===== src/rtl/cache_pkg.sv =====
// Shared cache-side constants and types used by the refill arbiter and its helpers.
package cache_pkg;

  localparam int LINE_BITS        = 128;
  localparam int ADDR_BITS        = 32;
  localparam int LINE_OFFSET_BITS = 4;

  typedef enum logic [1:0] {
    IDLE,
    BUSY,
    RESP
  } arb_state_t;

endpackage


===== src/rtl/mem_refill_arbiter_rr_picker.sv =====
// Combinational round-robin picker: first set request bit at or above ptr, wrapping to 0.
module rr_picker #(
  parameter int NUM_REQ = 2,
  parameter int IDX_W   = $clog2(NUM_REQ)
) (
  input  logic [NUM_REQ-1:0] req,
  input  logic [IDX_W-1:0]   ptr,
  output logic [NUM_REQ-1:0] grant,
  output logic [IDX_W-1:0]   idx
);

  always_comb begin
    int         cand;
    logic [IDX_W-1:0] cand_idx;
    logic       found;
    grant    = '0;
    idx      = '0;
    found    = 1'b0;
    cand     = 0;
    cand_idx = '0;
    for (int i = 0; i < NUM_REQ; i++) begin
      cand = int'(ptr) + i;
      if (cand >= NUM_REQ) cand = cand - NUM_REQ;
      cand_idx = IDX_W'(cand);
      if (!found && req[cand_idx]) begin
        found           = 1'b1;
        grant[cand_idx] = 1'b1;
        idx             = cand_idx;
      end
    end
  end

endmodule


===== src/rtl/mem_refill_arbiter.sv =====
// Round-robin arbiter sharing the main-memory refill port between cache clients,
// with a watchdog that aborts refills memory never answers.
module mem_refill_arbiter
  import cache_pkg::*;
#(
  parameter int NUM_REQ = 2,
  parameter int TIMEOUT = 256
) (
  input  logic                         clk,
  input  logic                         rst,
  input  logic [NUM_REQ-1:0]           req_valid,
  input  logic [NUM_REQ*ADDR_BITS-1:0] req_addr,
  output logic [NUM_REQ-1:0]           req_ready,
  output logic [NUM_REQ-1:0]           resp_valid,
  output logic [LINE_BITS-1:0]         resp_data,
  output logic                         resp_err,
  output logic                         mem_req,
  output logic [ADDR_BITS-1:0]         mem_addr,
  input  logic [LINE_BITS-1:0]         mem_data_in,
  input  logic                         mem_ready
);

  localparam int IDX_W = $clog2(NUM_REQ);
  localparam int CNT_W = (TIMEOUT > 1) ? $clog2(TIMEOUT) : 1;
  localparam logic [CNT_W-1:0] CNT_LAST = CNT_W'((TIMEOUT > 0) ? TIMEOUT - 1 : 0);
  localparam logic WD_EN = (TIMEOUT != 0);
  localparam logic [ADDR_BITS-1:0] OFFSET_MASK = ADDR_BITS'((1 << LINE_OFFSET_BITS) - 1);

  arb_state_t           state;
  logic [IDX_W-1:0]     rr_ptr;
  logic [IDX_W-1:0]     owner;
  logic [CNT_W-1:0]     wd_cnt;
  logic [ADDR_BITS-1:0] addr_q;
  logic [NUM_REQ-1:0]   pick_grant;
  logic [IDX_W-1:0]     pick_idx;
  logic [ADDR_BITS-1:0] sel_addr;
  logic                 wd_expired;
  logic [IDX_W-1:0]     next_ptr;

  rr_picker #(
    .NUM_REQ(NUM_REQ),
    .IDX_W  (IDX_W)
  ) u_picker (
    .req  (req_valid),
    .ptr  (rr_ptr),
    .grant(pick_grant),
    .idx  (pick_idx)
  );

  always_comb begin
    sel_addr = '0;
    for (int i = 0; i < NUM_REQ; i++) begin
      if (pick_idx == IDX_W'(i)) sel_addr = req_addr[i*ADDR_BITS +: ADDR_BITS];
    end
  end

  // Gating with rst keeps the accept strobe low while reset is held.
  assign req_ready  = (rst && state == IDLE) ? pick_grant : '0;
  assign mem_addr   = addr_q;
  assign wd_expired = WD_EN && (wd_cnt == CNT_LAST);
  assign next_ptr   = (owner == IDX_W'(NUM_REQ - 1)) ? '0 : owner + 1'b1;

  always_ff @(posedge clk or negedge rst) begin
    if (!rst) begin
      state      <= IDLE;
      rr_ptr     <= '0;
      owner      <= '0;
      wd_cnt     <= '0;
      addr_q     <= '0;
      mem_req    <= 1'b0;
      resp_valid <= '0;
      resp_data  <= '0;
      resp_err   <= 1'b0;
    end else begin
      unique case (state)
        IDLE: begin
          if (|req_valid) begin
            owner   <= pick_idx;
            addr_q  <= sel_addr & ~OFFSET_MASK;
            wd_cnt  <= '0;
            mem_req <= 1'b1;
            state   <= BUSY;
          end
        end
        BUSY: begin
          wd_cnt <= wd_cnt + 1'b1;
          // Data arriving on the final watchdog cycle still counts as a good refill.
          if (mem_ready) begin
            resp_data  <= mem_data_in;
            resp_err   <= 1'b0;
            resp_valid <= NUM_REQ'(1) << owner;
            mem_req    <= 1'b0;
            state      <= RESP;
          end else if (wd_expired) begin
            resp_data  <= '0;
            resp_err   <= 1'b1;
            resp_valid <= NUM_REQ'(1) << owner;
            mem_req    <= 1'b0;
            state      <= RESP;
          end
        end
        RESP: begin
          resp_valid <= '0;
          rr_ptr     <= next_ptr;
          state      <= IDLE;
        end
        default: state <= IDLE;
      endcase
    end
  end

endmodule


===== config.mk =====
export PLATFORM = sky130hd
export DESIGN_NAME = mem_refill_arbiter
export DESIGN_NICKNAME = d
export VERILOG_FILES = /design/src/rtl/cache_pkg.sv /design/src/rtl/mem_refill_arbiter_rr_picker.sv /design/src/rtl/mem_refill_arbiter.sv
export SDC_FILE = /design/constraint.sdc
export NUM_CORES = 1
export LEC_CHECK = 0
export BUFFER_PORTS_ARGS = -buffer_cell sky130_fd_sc_hd__buf_2
export CAP_MARGIN = 20
export CORE_UTILIZATION = 30
export DETAILED_ROUTE_END_ITERATION = 10
export HOLD_SLACK_MARGIN = 0.03
export PLACE_DENSITY = 0.55
export SLEW_MARGIN = 10
export SYNTH_ARGS = -nofsm -noshare
export SYNTH_HDL_FRONTEND = slang
export SYNTH_SLANG_ARGS = --single-unit

===== constraint.sdc =====
create_clock -name clk -period 2.05 [get_ports clk]
set_input_delay 0.41 -clock clk [delete_from_list [all_inputs] [get_ports clk]]
set_output_delay 0.41 -clock clk [all_outputs]
set_load 0.05 [all_outputs]

# Word-level counts from Yosys, hierarchy flattened

Index checks and enable logic that the tools add are counted.

Add/subtract/negate cells: 5
Multipliers: 0
Divide/modulo/power cells: 0
Order comparisons: 6
Equality and inequality tests: 5
Shifts and indexed selects: 1
Muxes and demuxes: 35
Bitwise operators: 1
Reductions and logical operators: 16

Operators with widths:

| cell                | count |
|---|---|
| $mux 128            | 2 |
| $mux 32             | 1 |
| $mux 1              | 17 |
| $mux 2              | 8 |
| $pmux 8 s2          | 1 |
| $reduce_and 2->1    | 5 |
| $add 8x1->8 const B | 1 |
| $eq 8x8->1 const B  | 1 |
| $mux 8              | 1 |
| $pmux 2 s2          | 2 |
| $reduce_bool 2->1   | 3 |
| $logic_and 1x1->1   | 4 |
| $lt 1x2->1 const B  | 2 |
| $ne 3x3->1 const B  | 1 |
| $reduce_and 3->1    | 1 |
| $add 1x1->2 const B | 1 |
| $demux 1 s1         | 2 |
| $eq 2x1->1 const B  | 1 |
| $eq 2x2->1 const B  | 1 |
| $ge 1x1->1 const B  | 2 |
| $ge 1x2->1 const B  | 1 |
| $ge 2x2->1 const B  | 1 |
| $logic_not 2->1     | 1 |
| $ne 2x1->1 const B  | 1 |
| other kinds (7)     | 8 |

Flip-flop bits (word level): 172
Latch bits: 0
RAM bits: 0
ROM bits: 0
Input port bits: 197
Output and inout bits: 166
Word-level logic and storage cells: 78
Memories kept: 0

# Depth between registers and ports, before layout

Word-level depth: 10
Gate-level depth with buffers: 7
Mapped depth without buffers: 6

# Hierarchy

A second synthesis with hierarchy kept.

Cell total of the unflattened synthesis: 490
Area total of the unflattened synthesis: 6630.1 um^2

Modules (own cells, without submodules):

| module             | instances | cells each | area an instance (um^2) |
|---|---|---|---|
| mem_refill_arbiter | 1         | 486        | 6600.1 |
| rr_picker          | 1         | 4          | 30.0 |

# Worst setup path before layout

Ideal clock, no wire load.

Path kind: register to output
From: reg state[1]
To: out req_ready[0]
Arrival time: 1.751 ns
Required time: 1.640 ns
Path slack: -0.111 ns
Cell stages (with the launch flop): 4
Path buffers: 0
Cells stage by stage: dfrtp_1 -> nor2_1 -> nand2_1 -> a211oi_1

Longest elaborated chain between the ends: 3

RTL lines:

| item                     | RTL line                 | source |
|---|---|---|
| start: declaration       | mem_refill_arbiter.sv:29 | `arb_state_t state;` |
| start signal: assignment | mem_refill_arbiter.sv:65 | `state <= IDLE;` |
| start signal: assignment | mem_refill_arbiter.sv:82 | `state <= BUSY;` |
| start signal: assignment | mem_refill_arbiter.sv:93 | `state <= RESP;` |
| $logic_not 2->1          | mem_refill_arbiter.sv:58 | `assign req_ready = (rst && state == IDLE) ? pick_grant : '0;` |
| $logic_and 1x1->1        | mem_refill_arbiter.sv:58 |  |
| $mux 2                   | mem_refill_arbiter.sv:58 |  |
| end: declaration         | mem_refill_arbiter.sv:13 | `output logic [NUM_REQ-1:0] req_ready,` |

Every way passes these cells.

# Worst setup path after layout

Ends and elaborated chain as after synthesis.

==> insert_results.sql <==
INSERT INTO impl_metrics (metric_group, metric, value, unit) VALUES
('clock_network', 'clk-insertion-delay-late', '0.42', 'ns'),
('global_route', 'gr_layer_usage_met2', '0.246', ''),
('worst_setup_path', 'r2r_slack', '0.27', 'ns'),
('worst_setup_path', 'setup.worst_path.end_class', 'output pin', ''),
('worst_setup_path', 'cp.depth', '4', ''),
('routing', 'drt_wl_total', '18.3', 'mm'),
('synth', 'avgSynthCellArea', '13.6', 'µm²'),
('sta', 'report.final.setup_viol', '0', ''),
('global_route', 'grt_start_max_net_pins', '173', ''),
('final_layout', 'layout-drive-gt1-share', '0.474', ''),
('synth', 'synthesis.instances', '490', ''),
('worst_setup_path', 'crit_path_top_delay_cell', 'dfrtp_1', ''),
('power', 'power.density_cell_area', '2070', 'nW/µm²'),
('global_route', 'antenna_found_initial', '1', ''),
('worst_setup_path', 'timing.critical_path.slowest_cell_delay', '0.46', 'ns'),
('power', 'power.ir.vdd_worst', '0.000711', 'V'),
('routing', 'route.detailed.wl_per_inst', '16.3', 'µm'),
('global_route', 'most_utilized_layer_in_the_global_route_result', 'met2', ''),
('final_layout', 'final_common_cell', 'buf_2', ''),
('synth', 'post_synth_instance_area', '6660', 'µm²'),
('worst_setup_path', 'critPathRequiredTime', '1.64', 'ns'),
('clock_network', 'cts_tree', 'built', ''),
('floorplan', 'core.rowCount', '54', ''),
('global_route', 'grt_pass1_vias', '4948', ''),
('worst_setup_path', 'crit_path_end', 'req_ready[0]', ''),
('floorplan', 'design.core.area', '21800', 'µm²'),
('routing', 'drt_iter0_markers', '199', ''),
('place', 'place_ws', '0.300', 'ns'),
('worst_setup_path', 'crit_path_cell_trace', 'nor2_4 -> nand2_1 -> a211oi_2 -> buf_6', ''),
('worst_setup_path', 'critPathLaunch', 'state[1]$_DFFE_PN0P_', ''),
('final_layout', 'final_area', '9180', 'µm²'),
('clock_network', 'postCtsSetupRepairBufs', '0', ''),
('clock_network', 'cts.path.max_buffers', '2', ''),
('min_path', 'worstHoldPathType', 'in -> async', ''),
('run', 'max_cap_violations', '0', ''),
('sta', 'final.hold.worst_slack', '0.0516', 'ns'),
('floorplan', 'die_w', '151', 'µm'),
('sta', 'final_hold_viol_count', '0', ''),
('routing', 'post_detailed_route_drc_marker_count', '0', ''),
('final_layout', 'postLayoutCoreUtil', '0.420', ''),
('synth', 'synth-seq-cells', '172', ''),
('synth', 'synth_sequential_area_ratio', '0.646', ''),
('place', 'placedCellCount', '1089', ''),
('clock_network', 'cts-buffers-inserted', '17', ''),
('final_layout', 'fill_cells', '2144', ''),
('worst_setup_path', 'criticalPathCategory', 'reg -> out', ''),
('final_layout', 'antennaDiodeCount', '0', ''),
('place', 'detailed_place.area', '8580', 'µm²'),
('place', 'placement.io_buffers', '350', ''),
('floorplan', 'i_o_pins', '363', ''),
('routing', 'antenna_left', '0', ''),
('synth', 'synth_warnings', '0', ''),
('clock_network', 'clockRootBuffer', 'clkbuf_16', ''),
('global_route', 'wire_length_of_the_first_global_routing_pass', '26.8', 'mm'),
('floorplan', 'full_die_area', '22800', 'µm²'),
('routing', 'drt-pass1-iter-count', '4', ''),
('global_route', 'globalRoute.totalOverflow', '0', ''),
('worst_setup_path', 'path_delay_family', 'flip-flops', ''),
('global_route', 'grt_use_met1', '0.200', ''),
('status', 'run_status', 'completed', ''),
('floorplan', 'floorplan.initialDensity', '0.305', ''),
('sta', 'max_slew_margin', '0.282', ''),
('sta', 'slew_violations', '0', ''),
('sta', 'worst_pin_slew', '1.08', 'ns'),
('worst_setup_path', 'cp-start-kind', 'register', ''),
('power', 'totalPowerFinal', '19.0', 'mW'),
('synth', 'synthDistinctLibCells', '32', ''),
('worst_setup_path', 'r2r-end', 'resp_data[116]$_DFFE_PN0P_', ''),
('worst_setup_path', 'crit_buf_inv', '1', ''),
('final_layout', 'final_net_count', '1026', ''),
('sta', 'finalCritPeriodShare', '0.944', '');
power breakdown:
group | internal (mW) | switching [mW]
Sequential | 4.94 | 0.798
Clock | 1.63 | 1.54
Combinational | 2.52 | 7.53
Total | 9.09 | 9.87
how the worst min path moves through the flow:
stage	slack, ns	endpoint	cells after the start
floorplan	0.11	mem_addr[10]$_DFFE_PN0P_	0
global placement	0.46	mem_addr[21]$_DFFE_PN0P_	2
detailed placement	0.47	mem_addr[6]$_DFFE_PN0P_	2
CTS	0.18	resp_data[84]$_DFFE_PN0P_	2
global route	0.19	resp_data[85]$_DFFE_PN0P_	2
finish	0.05	mem_addr[14]$_DFFE_PN0P_	2
cell usage after synthesis, drive strengths merged:
cell    count  share of area
a211oi      1         0.0011
a21oi       3         0.0023
a22o      128           0.17
a31oi       1        0.00094
a32o        1         0.0015
and2        2         0.0023
and3        1        0.00094
and4        1         0.0013
buf        33          0.048
clkbuf     10         0.0056
conb        1        0.00056
dfrtp     172           0.65
ha          1         0.0019
inv         4         0.0023
mux2i      29          0.044
nand2      38          0.022
nand2b      2         0.0019
nand3       5         0.0045
nand4       3         0.0028
nor2        5         0.0028
nor2b       1        0.00094
nor3        1        0.00075
o211ai      1         0.0011
o21ai      43          0.032
o21bai      1         0.0017
o31ai       2         0.0023
cell families (layout without fill, tap and decap cells):
kind of cell / Yosys count / count (layout) / share of synthesized area
buffers and inverters: 47 / 395 / 0.0562
flip-flops: 172 / 172 / 0.646
other: 1 / 4 / 0.000563
adder cells (fa/ha/maj): 1 / 1 / 0.00188
multiplexers: 29 / 29 / 0.0436
AO/OA/AOI/OAI: 181 / 181 / 0.212
AND/OR/NAND/NOR: 59 / 59 / 0.0400
state kept, by name, summed over array words and instances, names as in the netlist:
name / count
mem_addr: 28
mem_req: 1
owner: 1
resp_data: 128
resp_err: 1
resp_valid: 2
rr_ptr: 1
state: 2
wd_cnt: 8
per-layer routing:
metal	wire length (µm)	up-vias
met3	1300	15
met4	229	0
met2	8640	217
met1	8150	2525
met5	0	-
li1	-	2488
layout make-up:
class / instances / area (µm²) / share of cell area
sequential: 172 / 4300 / 0.469
multi-input combinational: 274 / 2030 / 0.222
timing repair buffer: 359 / 1890 / 0.206
clock buffer: 17 / 425 / 0.0464
tap: 280 / 350 / 0.0382
clock inverter: 15 / 153 / 0.0166
inverter: 4 / 15.0 / 0.00164
Note: power is estimated with default switching activity, not from simulation.
